`src/rtl/adder_pkg.sv`:
```
// Shared definitions for the registered adder and its issue/capture controller.
package adder_pkg;

    localparam int ADDER_DW = 16;

    // Enough cycles for a full carry ripple through the adder, plus margin.
    function automatic int adder_settle_cycles(input int dw);
        return 2 * dw + 2;
    endfunction

    typedef enum logic [1:0] {
        IDLE   = 2'd0,
        SETTLE = 2'd1,
        HOLD   = 2'd2
    } adder_issue_state_e;

endpackage

```
`src/rtl/adder_issue_ctrl.sv`:
```
// Issue/capture controller for the registered ripple adder: latches an operand pair,
// holds the adder enabled for a settle window, then presents the captured sum/carry.
module adder_issue_ctrl
    import adder_pkg::*;
#(
    parameter int DATA_WIDTH    = ADDER_DW,
    parameter int SETTLE_CYCLES = adder_settle_cycles(DATA_WIDTH)
) (
    input  logic                  clk,
    input  logic                  rst_n,
    input  logic                  s_valid,
    output logic                  s_ready,
    input  logic [DATA_WIDTH-1:0] s_a,
    input  logic [DATA_WIDTH-1:0] s_b,
    output logic [DATA_WIDTH-1:0] add_a,
    output logic [DATA_WIDTH-1:0] add_b,
    output logic                  add_ebl,
    input  logic [DATA_WIDTH-1:0] add_sum,
    input  logic                  add_carry,
    output logic                  m_valid,
    input  logic                  m_ready,
    output logic [DATA_WIDTH-1:0] m_sum,
    output logic                  m_carry,
    output logic                  busy
);

    localparam int CNT_W = (SETTLE_CYCLES > 1) ? $clog2(SETTLE_CYCLES) : 1;
    localparam logic [CNT_W-1:0] CNT_LOAD = CNT_W'(SETTLE_CYCLES - 1);

    generate
        if (SETTLE_CYCLES < 1) begin : g_bad_settle
            $error("adder_issue_ctrl: SETTLE_CYCLES must be at least 1");
        end
    endgenerate

    adder_issue_state_e r_state;
    adder_issue_state_e w_state_next;
    logic                  w_accept;
    logic                  w_capture;
    logic [CNT_W-1:0]      r_cnt;
    logic [DATA_WIDTH-1:0] r_add_a;
    logic [DATA_WIDTH-1:0] r_add_b;
    logic [DATA_WIDTH-1:0] r_m_sum;
    logic                  r_m_carry;

    always_ff @(posedge clk or negedge rst_n) begin
        if (!rst_n) begin
            r_state <= IDLE;
        end else begin
            r_state <= w_state_next;
        end
    end

    // Handshake outputs decode only the state register, never s_valid/m_ready.
    always_comb begin
        w_state_next = r_state;
        w_accept     = 1'b0;
        w_capture    = 1'b0;
        s_ready      = 1'b0;
        add_ebl      = 1'b0;
        m_valid      = 1'b0;
        busy         = 1'b1;
        case (r_state)
            IDLE: begin
                s_ready = 1'b1;
                busy    = 1'b0;
                if (s_valid) begin
                    w_accept     = 1'b1;
                    w_state_next = SETTLE;
                end
            end
            SETTLE: begin
                add_ebl = 1'b1;
                if (r_cnt == '0) begin
                    w_capture    = 1'b1;
                    w_state_next = HOLD;
                end
            end
            HOLD: begin
                m_valid = 1'b1;
                if (m_ready) begin
                    w_state_next = IDLE;
                end
            end
            default: begin
                w_state_next = IDLE;
            end
        endcase
    end

    always_ff @(posedge clk or negedge rst_n) begin
        if (!rst_n) begin
            r_cnt     <= '0;
            r_add_a   <= '0;
            r_add_b   <= '0;
            r_m_sum   <= '0;
            r_m_carry <= 1'b0;
        end else begin
            if (w_accept) begin
                r_add_a <= s_a;
                r_add_b <= s_b;
                r_cnt   <= CNT_LOAD;
            end else if ((r_state == SETTLE) && (r_cnt != '0)) begin
                r_cnt <= r_cnt - CNT_W'(1);
            end
            if (w_capture) begin
                r_m_sum   <= add_sum;
                r_m_carry <= add_carry;
            end
        end
    end

    assign add_a   = r_add_a;
    assign add_b   = r_add_b;
    assign m_sum   = r_m_sum;
    assign m_carry = r_m_carry;

endmodule

```
`config.mk`:
```
export PLATFORM = sky130hd
export DESIGN_NAME = adder_issue_ctrl
export DESIGN_NICKNAME = d
export VERILOG_FILES = /design/src/rtl/adder_pkg.sv /design/src/rtl/adder_issue_ctrl.sv
export SDC_FILE = /design/constraint.sdc
export NUM_CORES = 1
export LEC_CHECK = 0
export CAP_MARGIN = 20
export CORE_MARGIN = 5
export CORE_UTILIZATION = 44
export DETAILED_ROUTE_END_ITERATION = 10
export PLACE_DENSITY = 0.84
export SLEW_MARGIN = 30
export SYNTH_ARGS = -nofsm -noshare
export SYNTH_HDL_FRONTEND = slang
export SYNTH_SLANG_ARGS = --single-unit
```
`constraint.sdc`:
```
create_clock -name clk -period 4.62 [get_ports clk]
set_clock_uncertainty 0.15 [all_clocks]
set_input_delay 0.462 -clock clk [delete_from_list [all_inputs] [get_ports clk]]
set_output_delay 0.462 -clock clk [all_outputs]
set_load 0.03 [all_outputs]
```
==> reports/results.tsv <==
stage	metric	value	unit
cts	holdBufCountCts	0	
cells_and_area	synthToLayoutAreaGrowth	57.99	%
critical_path	crit_required	4.01	ns
placement	place_hpwl	4180	µm
timing	fin_crit	2.430	ns
floorplan	initial_core_util	0.4525	
timing	setup_tns	0	ns
route	drtAntennaViolNets	0	
global_routing	antenna_found_initial	0	
critical_path	crit_type	reg2out	
cells_and_area	diodes	0	
route	dr.pass1.iters	5	
logic_synthesis	netlist_area	2311	µm²
cts	ctsResizeCount	0	
floorplan	die_area	6801	µm²
cts	path_clk_slew	0.06	ns
cts	clock-sinks	57	
critical_path	slowest_stage	clkdlybuf4s50_1	
cts	cts_tree	done	
timing	drv_slew	0	
critical_path	critical_path.cell_chain	nor2b_1 -> clkdlybuf4s50_1	
route	drtIter0Drc	102	
global_routing	gr-total-overflow	0	
critical_path	slowest_delay	0.73	ns
cts	post_cts_buffers	0	
placement	dp_cells	382	
floorplan	fp.dieW	82.47	µm
placement	place.gp.congestion	0.7997	
pwr	p_total	2821	µW
global_routing	grt_start_max_net_pins	58	
route	wl_per_cell	15.20	µm
timing	max_freq	411.5	MHz
floorplan	io_pins	106	
global_routing	grt_pass1_vias	1943	
critical_path	cp.arrival	1.82	ns
logic_synthesis	ys_seq_area_frac	0.6172	
timing	post-route-period-util	0.5260	
timing	hold_viol	0	
pwr	cellLeakagePower	0.001732	µW
cts	clockRootBuffer	clkbuf_8	
logic_synthesis	syn_avg_cell_area	10.80	µm²
timing	rsz0062_at_grt	false	
cells_and_area	drive_above_1_share	0.1250	
critical_path	cp_max_fo	7	
cells_and_area	fillCellCount	405	
floorplan	dieHeight	82.47	µm
pwr	peakVddDrop	364.2	µV
status	status	complete, no violations	
flow_run	drv_cap	0	
route	via_count	1864	
timing	finalSetupViolCount	0	
cells_and_area	final_nets	378	
cts	insertion_delay	0.32	ns
logic_synthesis	yosys_register_bits	57	
placement	post_dp_cell_area	3407	µm²
timing	relSlewSlack	0.4680	
logic_synthesis	synth_cells	214	
logic_synthesis	syn_nets	269	
logic_synthesis	yosysUniqueCellTypes	24	
cells_and_area	final_area	3651	µm²
global_routing	grt.total_usage	0.1844	
cells_and_area	fin_cells	398	
critical_path	reg2regPathDepth	3	
critical_path	critPathCaptureType	output pin	
route	drc	0	
cts	cts_buffer_depth	2	
logic_synthesis	yosysWarnings	0	
route	drt-total-wl	6050	µm
cts	cts-htree-levels	3	
hold_path	hp-class	in2async	
pwr	power_density	772.6	nW/µm²
critical_path	critPathLaunchType	flip-flop	
global_routing	grt_pass1_wl	9294	µm
floorplan	num_rows	26	
placement	portBuffers	105	
route	viasPerCell	4.683	
floorplan	core_area	5107	µm²
cts	cts_buffers	9	
timing	tightest_slew	0.7979	ns
metal layers:
layer / global-route usage / part of all wire
met2: 0.3141 / 0.48
met1: 0.2095 / 0.40
met4: 0.07475 / 0.011
met5: 0 / 0
met3: 0.06616 / 0.11
layout by cell type (no fill, tap or decap), types with 3 or more instances in the layout:
| cell | instances |
|---|---|
| clkbuf_8 | 10 |
| mux2i_1 | 4 |
| o21ai_0 | 3 |
| bufinv_16 | 3 |
| nor2_1 | 4 |
| dfrtp_1 | 57 |
| clkdlybuf4s50_1 | 104 |
| inv_1 | 4 |
| mux2_2 | 8 |
| mux2_4 | 9 |
| nand2_1 | 100 |
registers in the layout (all words and copies together) (netlist names):
name	count
add_a	16
r_cnt	6
r_state	2
add_b	16
m_sum	16
m_carry	1
critical path: cells and delay by family, from the launching register on:
| kind | cells | cell delay, ns |
|---|---|---|
| buf+inv | 1 | 0.73 |
| flops | 1 | 0.46 |
| simple gates | 1 | 0.31 |
worst paths after layout:
kind,endpoint,slack (ns),from
max,add_ebl,2.19,r_state[0]$_DFFE_PN0P_
min,m_sum[3]$_DFFE_PN0P_,0.13,rst_n
max reg2reg,m_sum[14]$_DFFE_PN0P_,2.44,r_cnt[2]$_DFFE_PN0P_
min reg2reg,add_a[3]$_DFFE_PN0P_,0.32,add_a[3]$_DFFE_PN0P_
max in group asynchronous,add_b[2]$_DFFE_PN0P_,3.73,rst_n
min in group clk,add_a[3]$_DFFE_PN0P_,0.32,add_a[3]$_DFFE_PN0P_
power by group:
part	total [µW]	switching [µW]	leakage (µW)	internal, µW
combinational	1370	770	0.000922	604
sequential	886	147	0.000691	739
clock	561	189	0.000120	372
kinds of logic after synthesis:
kind of cell	Yosys count	share of synthesized area
AO/OA/AOI/OAI	7	0.02057
multiplexers	21	0.1148
buffers and inverters	13	0.03140
flip-flops	57	0.6172
adder cells (fa/ha/maj)	2	0.01083
AND/OR/NAND/NOR	114	0.2052
area by class of cell:
type	instances	area, µm²	share of cell area
flip-flops and latches	57	1426	0.3907
multi-input cells	144	817.0	0.2238
well taps	70	87.58	0.02399
clock buffers	11	141.4	0.03873
repair buffers	107	1061	0.2906
clock inverters	5	102.6	0.02810
inverters	4	15.01	0.004112
stage by stage:
step | util | hold WS [ns] | setup slack (ns)
6_report | 0.7148 | 0.1264 | 2.190
5_1_grt | 0.7148 | 0.1985 | 2.111
4_1_cts | 0.7148 | 0.1419 | 2.186
3_5_place_dp | 0.6671 | 0.3109 | 2.288
3_3_place_gp | 0.6671 | 0.3064 | 2.326
2_1_floorplan | - | 0.01641 | 2.464
cells in the mapped netlist (all sizes together):
cell	n	share of area
nand3	1	0.0022
o41ai	1	0.0038
nor2b	1	0.0027
or3b	1	0.0038
mux2	17	0.097
inv	4	0.0065
or4b	2	0.010
nand2b	2	0.0054
nor2	4	0.0065
mux2i	4	0.017
buf	2	0.014
o21ai	3	0.0065
dfrtp	57	0.62
ha	2	0.011
or4	1	0.0038
nor3b	1	0.0032
or3	1	0.0049
o2111ai	1	0.0038
nand2	100	0.16
o211ai	2	0.0065
clkbuf	7	0.011
(Power assumes the default switching activity.)
